$ cat config.mk
export PLATFORM = sky130hd
export DESIGN_NAME = wb_scoreboard
export DESIGN_NICKNAME = d
export VERILOG_FILES = /design/src/rtl/wb_scoreboard.sv
export SDC_FILE = /design/constraint.sdc
export NUM_CORES = 1
export LEC_CHECK = 0
export CAP_MARGIN = 20
export CELL_PAD_IN_SITES_DETAIL_PLACEMENT = 0
export CELL_PAD_IN_SITES_GLOBAL_PLACEMENT = 1
export CORE_MARGIN = 5
export CORE_UTILIZATION = 46
export DETAILED_ROUTE_END_ITERATION = 10
export PLACE_DENSITY_LB_ADDON = 0.1
export SLEW_MARGIN = 5
export SYNTH_ARGS = -nofsm -noshare
export SYNTH_HDL_FRONTEND = slang
export SYNTH_SLANG_ARGS = --single-unit
export TNS_END_PERCENT = 10
$ cat constraint.sdc
create_clock -name clk -period 4.6 [get_ports clk]
set_input_delay 0.69 -clock clk [delete_from_list [all_inputs] [get_ports clk]]
set_output_delay 0.69 -clock clk [all_outputs]
set_load 0.005 [all_outputs]
$ cat src/rtl/wb_scoreboard.sv
// Register/CSR hazard scoreboard: per-register pending-write counters gate issue,
// writeback retires them, flush clears everything.
module wb_scoreboard (
   input  logic        clk,
   input  logic        rst_n,
   input  logic        issue_valid,
   input  logic [4:0]  issue_rj,
   input  logic [4:0]  issue_rk,
   input  logic [4:0]  issue_rd,
   input  logic        use_rj,
   input  logic        use_rk,
   input  logic        use_rd,
   input  logic        issue_wr_rd,
   input  logic        issue_rd_csr,
   input  logic        issue_wr_csr,
   input  logic        wb_reg_we,
   input  logic [4:0]  wb_reg_idx,
   input  logic        wb_csr_we,
   input  logic        flush,
   output logic        issue_stall,
   output logic [31:0] busy_mask,
   output logic        sb_err
);

   logic [1:0] cnt_q [32];
   logic [1:0] cnt_d [32];
   logic [1:0] csr_cnt_q, csr_cnt_d;
   logic       sb_err_q, sb_err_d;
   logic       accept;
   logic       reg_inc, reg_dec, csr_inc;

   // Stall uses registered counts only; a same-cycle writeback is not forwarded.
   always_comb begin
      issue_stall = 1'b0;
      if (issue_valid) begin
         issue_stall = (use_rj && issue_rj != '0 && cnt_q[issue_rj] != '0)
                    || (use_rk && issue_rk != '0 && cnt_q[issue_rk] != '0)
                    || (use_rd && issue_rd != '0 && cnt_q[issue_rd] != '0)
                    || (issue_wr_rd && issue_rd != '0 && cnt_q[issue_rd] == '1)
                    || (issue_rd_csr && csr_cnt_q != '0)
                    || (issue_wr_csr && csr_cnt_q == '1);
      end
   end

   assign accept  = issue_valid & ~issue_stall & ~flush;
   assign reg_inc = accept & issue_wr_rd & (issue_rd != '0);
   assign reg_dec = wb_reg_we & (wb_reg_idx != '0);
   assign csr_inc = accept & issue_wr_csr;

   always_comb begin
      cnt_d     = cnt_q;
      csr_cnt_d = csr_cnt_q;
      sb_err_d  = sb_err_q;
      cnt_d[0]  = '0;
      if (flush) begin
         for (int unsigned i = 0; i < 32; i++) cnt_d[i] = '0;
         csr_cnt_d = '0;
      end else begin
         for (int unsigned i = 1; i < 32; i++) begin
            if (reg_inc && issue_rd == 5'(i) && !(reg_dec && wb_reg_idx == 5'(i))) begin
               if (cnt_q[i] != '1) cnt_d[i] = cnt_q[i] + 2'd1;
            end else if (reg_dec && wb_reg_idx == 5'(i) && !(reg_inc && issue_rd == 5'(i))) begin
               if (cnt_q[i] == '0) sb_err_d = 1'b1;
               else                cnt_d[i] = cnt_q[i] - 2'd1;
            end
         end
         if (csr_inc && !wb_csr_we) begin
            if (csr_cnt_q != '1) csr_cnt_d = csr_cnt_q + 2'd1;
         end else if (wb_csr_we && !csr_inc) begin
            if (csr_cnt_q == '0) sb_err_d = 1'b1;
            else                 csr_cnt_d = csr_cnt_q - 2'd1;
         end
      end
   end

   always_ff @(posedge clk or negedge rst_n) begin
      if (!rst_n) begin
         for (int unsigned i = 0; i < 32; i++) cnt_q[i] <= '0;
         csr_cnt_q <= '0;
         sb_err_q  <= 1'b0;
      end else begin
         for (int unsigned i = 0; i < 32; i++) cnt_q[i] <= cnt_d[i];
         csr_cnt_q <= csr_cnt_d;
         sb_err_q  <= sb_err_d;
      end
   end

   always_comb begin
      busy_mask = '0;
      for (int unsigned i = 1; i < 32; i++) busy_mask[i] = (cnt_q[i] != '0);
   end

   assign sb_err = sb_err_q;

endmodule
==> results of run 1 <==
report_power, final:
group          switching (mW)  internal (mW)
clock network           0.286          0.491
registers             0.00280          0.573
logic                   0.160         0.0931
total                   0.449           1.16
metal layers:
layer / vias to the layer above / global-route usage (%) / part of all wire, %
met1: 3165 / 44.6 / 42
met3: 61 / 7.14 / 11
met4: 0 / 11.1 / 3.0
met2: 414 / 48.1 / 45
met5: - / 0 / 0
li1: 2926 / - / -
metrics by stage:
stage	utilization [%]	area, µm²
after global routing	56.6	7090
final	56.6	7090
after global placement	54.0	6760
after floorplan	-	5850
after CTS	56.6	7090
after detailed placement	54.0	6760
worst max path at each step:
stage                      startpoint                  to  depth (start not counted)
final                     issue_rj[2]         issue_stall                         10
after global routing      issue_rj[2]         issue_stall                         10
after CTS                 issue_rj[2]         issue_stall                         10
after detailed placement  issue_rj[2]  sb_err$_DFFE_PN0N_                         14
after global placement    issue_rj[2]  sb_err$_DFFE_PN0N_                         14
after floorplan           issue_rk[0]         issue_stall                          8
registers in the layout, indices dropped and copies added (netlist names):
signal and count:
sb_err 1, csr_cnt_q 2, cnt_q 62
worst register-to-register path, delay by kind of cell (launching register included):
family | cells | cell delay, ps
AND/OR/NAND/NOR | 4 | 1360
multiplexers | 2 | 780
AO/OA/AOI/OAI | 4 | 740
flip-flops | 1 | 460
buffers and inverters | 2 | 460
kinds of logic (layout without fill, tap and decap cells):
| logic type | Yosys count | in the layout | synth area share, % |
|---|---|---|---|
| compound gates | 234 | 234 | 25.4 |
| xor+xnor | 3 | 3 | 0.449 |
| buf+inv | 71 | 136 | 5.11 |
| flops | 65 | 65 | 27.8 |
| mux | 35 | 35 | 10.4 |
| other cells | 1 | 1 | 0.0641 |
| simple gates | 346 | 346 | 30.8 |
area by class of cell:
| class | instances | area [µm²] | share of cell area, % |
|---|---|---|---|
| tap | 172 | 215 | 3.04 |
| sequential | 65 | 1630 | 23.0 |
| clock inverter | 6 | 90.1 | 1.27 |
| clock buffer | 10 | 239 | 3.37 |
| multi-input combinational | 619 | 3920 | 55.3 |
| inverter | 22 | 82.6 | 1.17 |
| timing repair buffer | 98 | 911 | 12.9 |
cell usage in the layout, fill, tap and decap left out, types with 13 or more instances in the layout:
| master | count |
|---|---|
| a211oi_1 | 23 |
| a21oi_1 | 68 |
| and2_1 | 31 |
| buf_4 | 32 |
| clkdlybuf4s50_1 | 62 |
| dfrtp_1 | 65 |
| inv_1 | 22 |
| mux4_2 | 20 |
| nand2_1 | 58 |
| nand2b_1 | 13 |
| nand3_1 | 18 |
| nand4_1 | 14 |
| nor2_1 | 90 |
| nor2b_1 | 13 |
| nor3_1 | 35 |
| o211ai_1 | 14 |
| o21ai_0 | 56 |
| or2_2 | 20 |
==> metrics.md, run 1 <==
| Metric | Value |
|---|---|
| Status | `finished, final reports clean` |
| Cells along the critical path | `clkdlybuf4s50_1, buf_4, nor3_1, a21oi_1, mux4_2, mux2_2, o22ai_1, nand4_4, and2_1, clkdlybuf4s50_1` |
| Upper clock frequency limit | `227 MHz` |
| Register area share after synthesis | `27.8%` |
| Worst skew pair latency | `360 ps` |
| Row count | `41` |
| Async SR Flop Fraction | `100%` |
| Non-Filler Instances | `992` |
| Final Skew | `12.0 ps` |
| DRT Pass-1 Iters | `6` |
| Worst hold path type | `input pin to asynchronous set/reset pin` |
| R2r endpoint | `sb_err$_DFFE_PN0N_` |
| Worst path bufs/invs | `3` |
| Worst r2r src | `cnt_q[18]$_DFFE_PN0P_` |
| FF+latch count, synth | `65` |
| Flop2flop setup slack | `690 ps` |
| Vias per inst | `6.62` |
| Top post-synthesis cells by area | `dfrtp_1 28%, mux4_2 7.7%, a21oi_1 5.8%` |
| Final antenna-violating net count | `0` |
| CP Max Fanout | `22` |
| First-pass GRT wire length | `35.7 mm` |
| Gate count of the mapped netlist | `755` |
| Die Y | `123 µm` |
| Power Density | `227 mW/mm²` |
| Initial antenna violation count | `0` |
| CTS resizes | `0` |
| Final Setup Violations | `0` |
| Worst-margin pin slew | `1030 ps` |
| HPWL Detailed | `17.9 mm` |
| Post-synth cell types | `62` |
| DIE WIDTH | `123 µm` |
| # Post-CTS Setup Buffers | `0` |
| Startpoint types | `input pin` |
| CTS max path bufs | `2` |
| Ys Warns | `0` |
| Inst Count DP | `976` |
| Most frequent cell after synthesis | `nor2_1` |
| GP Congestion | `1.06` |
| Post-synth EDFFs | `0` |
| Via Count | `6566` |
| Critical Path End Type | `primary output` |
| Mapped Area | `0.00585 mm²` |
| Vias in the first global route | `6108` |
| Final critical-path required period | `4410 ps` |
| CTS Sinks | `65` |
| Starting Density | `46.7%` |
| Worst r2r path cells | `12` |
| Share of layout cells above drive strength 1 | `12.8%` |
| Part of the cycle the worst path needs | `95.8%` |
| LEAKAGE | `2.92 nW` |
| Hold_ws | `394 ps` |
| Maximum VDD drop | `0.258 mV` |
| Synth top area share | `27.8%` |
| Top FF cell, synth | `dfrtp_1` |
| Hold Violations, Final | `0` |
| Setup WS pre-CTS | `172 ps` |
| Syn_nets | `787` |
| Final total power | `1.61 mW` |
| Top cell by count, worst path | `clkdlybuf4s50_1` |
| Wirelength per Cell | `23.8 µm` |
| RSZ-0062 raised after global routing | `no` |
| Num ports | `66` |
| Area grow syn2layout | `21.2%` |
| Iter 0 DRT Violations | `906` |
| Clock Tree Root | `clkbuf_16` |
| Rel. slew slack | `30.8%` |
| Gr ovfl total | `0` |
| Syn avg cell area | `7.75 µm²` |
| Die Area | `0.0151 mm²` |
| CTS tree | `yes` |
| GRT Util Overall | `31.8%` |
| Critical Path RT | `3910 ps` |
| Post-Route WL | `23.6 mm` |
| Post-synth top area cell | `dfrtp_1` |
| Nets | `847` |
| Setup ws final | `192 ps` |
| Slowest Stage Delay on Critical Path | `470 ps` |
| Largest net degree at the start of global routing | `67` |
| Cts hold-fix bufs | `0` |
| IO Port Bufs | `64` |
| WS Path Type | `input pin to primary output` |
| CTS clk-pin slew, worst paths | `60 ps` |
| Max-cap violations | `0` |
| Worst path top cell family by delay | `buffers and inverters` |
| Ant. Diodes | `0` |
| Core box area | `0.0125 mm²` |
| Post-synth top cells | `90 x nor2_1, 68 x a21oi_1, 65 x dfrtp_1, 58 x nand2_1, 56 x o21ai_0` |
| Post-route setup TNS | `0 ps` |
| Count of pins over their slew limit | `0` |
| Total CTS buffers | `9` |
| DRC Markers | `0` |
| Critical path's slowest cell | `mux4_2` |
| Depth of the CTS H-tree | `3` |
| Fill count | `1208` |
| WP data arrival | `3720 ps` |
Power figures use the tool's default switching activity.
==> run 2, diff against run 1 <==
Settings changed: CAP_MARGIN 20 to not set, CORE_UTILIZATION 46 to 40.
Clock period 4.6 ns to 4.9 ns, I/O delays scaled along.
==> run 2 against run 1 <==
Compared with the run above: count of clock-buffer cells in the layout up 1; non-clock buffer count decreased by 6; first-iteration DRC count decreased by 9.6%; worst hold slack better by 36 ps; clock power is 7.1% higher; setup slack better by 12 ps; critical path depth rose by 2; highest routed layer unchanged; total power about the same.
==> metrics.md, run 2 (synthesized netlist as in run 1, its figures left out) <==
| Metric | Value |
|---|---|
| Status | `finished, final reports clean` |
| GP Congestion | `0.959 (-9.3%)` |
| Largest net degree at the start of global routing | `67 (unchanged)` |
| Gr ovfl total | `0 (unchanged)` |
| Cts hold-fix bufs | `0 (unchanged)` |
| Depth of the CTS H-tree | `3 (unchanged)` |
| Maximum VDD drop | `0.153 mV (-41%)` |
| Num ports | `66 (unchanged)` |
| CTS Sinks | `65 (unchanged)` |
| Placed cell areas | `0.00670 mm² (-0.81%)` |
| Layout Utilization | `49.1% (-7.5 points)` |
| Final critical-path required period | `4700 ps` |
| Worst r2r path cells | `11 (-1)` |
| Worst-margin pin slew | `1060 ps (+23.0 ps)` |
| Worst hold path type | `input pin to asynchronous set/reset pin` |
| Upper clock frequency limit | `213 MHz` |
| Biggest register | `cnt_q` |
| LEAKAGE | `2.91 nW (-0.23%)` |
| Clock Tree Root | `clkbuf_16` |
| CTS max path bufs | `2 (unchanged)` |
| Critical Path End Type | `flip-flop` |
| Iter 0 DRT Violations | `819 (-9.6%)` |
| First-pass GRT wire length | `36.5 mm (+2.2%)` |
| Share of layout cells above drive strength 1 | `12.2% (-0.64 points)` |
| Flop2flop setup slack | `630 ps (-60 ps)` |
| Vias per inst | `6.66 (+0.58%)` |
| Core box area | `0.0144 mm² (+15%)` |
| Setup ws final | `205 ps (+12.5 ps)` |
| Count of pins over their slew limit | `0 (unchanged)` |
| Inst Count DP | `982 (+0.61%)` |
| Hold Violations, Final | `0 (unchanged)` |
| Via Count | `6644 (+1.2%)` |
| Final total power | `1.61 mW (about the same)` |
| R2r endpoint | `sb_err$_DFFE_PN0N_` |
| Hold_ws | `430 ps (+36.0 ps)` |
| GRT Util Overall | `28.3% (-3.5 points)` |
| CTS clk-pin slew, worst paths | `60 ps (about the same)` |
| Starting Density | `40.5% (-6.2 points)` |
| Setup WS pre-CTS | `-75.4 ps (-247 ps)` |
| Total CTS buffers | `9 (unchanged)` |
| Worst skew pair latency | `350 ps (about the same)` |
| IO Port Bufs | `64 (unchanged)` |
| DIE WIDTH | `131 µm (+6.6%)` |
| Final Setup Violations | `0 (unchanged)` |
| Non-Filler Instances | `998 (+0.60%)` |
| Die Area | `0.0171 mm² (+14%)` |
| Row count | `44 (+7.3%)` |
| Part of the cycle the worst path needs | `95.8%` |
| Ant. Diodes | `0 (unchanged)` |
| RSZ-0062 raised after global routing | `no` |
| WP data arrival | `4890 ps (+1170 ps)` |
| Post-Route WL | `24.0 mm (+1.7%)` |
| Commonest non-fill, non-tap cell in the layout | `nor2_1` |
| Critical Path RT | `5090 ps (+1180 ps)` |
| Most frequent cells in the layout | `90 x nor2_1, 68 x a21oi_1, 65 x dfrtp_1` |
| Max-cap violations | `0 (unchanged)` |
| Worst r2r src | `cnt_q[18]$_DFFE_PN0P_` |
| CP Max Fanout | `21 (-4.5%)` |
| DRT Pass-1 Iters | `6 (unchanged)` |
| Die Y | `131 µm (+6.6%)` |
| DRC Markers | `0 (unchanged)` |
| Startpoint types | `input pin` |
| Vias in the first global route | `6296 (+3.1%)` |
| WS Path Type | `input pin to flip-flop` |
| Area grow syn2layout | `21.1% (about the same)` |
| Post-route setup TNS | `0 ps (unchanged)` |
| HPWL Detailed | `18.1 mm (+0.90%)` |
| Final antenna-violating net count | `0 (unchanged)` |
| Max FFs per register | `62 (unchanged)` |
| Rel. slew slack | `29.3% (-1.5 points)` |
| Final Skew | `9.84 ps (-2.14 ps)` |
| Nets | `841 (-0.71%)` |
| Final instance area | `0.00708 mm² (about the same)` |
| Power Density | `227 mW/mm² (about the same)` |
| CTS tree | `yes` |
| Initial antenna violation count | `0 (unchanged)` |
| Wirelength per Cell | `24.0 µm (+1.1%)` |
## run 2: cell type report
type | count | area (µm²)
inverter | 22 | 82.6
fill | 1405 | 7340
multi-input combinational | 619 | 3920
tap | 184 | 230
clock inverter | 5 | 125
timing repair buffer | 92 | 843
clock buffer | 11 | 253
sequential | 65 | 1630
## run 2: power breakdown
group,total [mW],switching (mW),internal [mW]
clock,0.832,0.257,0.576
sequential,0.541,0.00245,0.538
combinational,0.232,0.149,0.0827
total,1.61,0.408,1.20
## run 2: per-layer routing
metal | GRT usage [%] | routed length, µm
met5 | 0 | 0
met4 | 10.7 | 723
met3 | 4.80 | 2330
met2 | 43.2 | 10800
met1 | 40.1 | 10100
## run 2: repair_timing
item	CTS	global route
setup endpoints to repair	0	2
gates resized for setup	0	1
setup buffers	0	0
## run 2: worst max-delay path: stages
cell and delay (ps):
clkdlybuf4s50_1 860, or3b_2 510, o211ai_1 110, a21oi_1 100, a2111oi_0 360, or4_1 220, nand4_4 300, buf_4 330
nor4_1 370, o2111ai_1 170, nor4_1 620, a21oi_1 170
## run 2: how the worst max path moves through the flow
stage	start	end	slack, ps	cells after the start
after floorplan	issue_rk[0]	issue_stall	1390	8
after global placement	issue_rj[2]	sb_err$_DFFE_PN0N_	-100	14
after detailed placement	issue_rj[2]	sb_err$_DFFE_PN0N_	-80	13
after CTS	issue_rj[2]	issue_stall	120	10
after global routing	issue_rk[0]	issue_stall	60	9
final	issue_rk[0]	sb_err$_DFFE_PN0N_	200	12
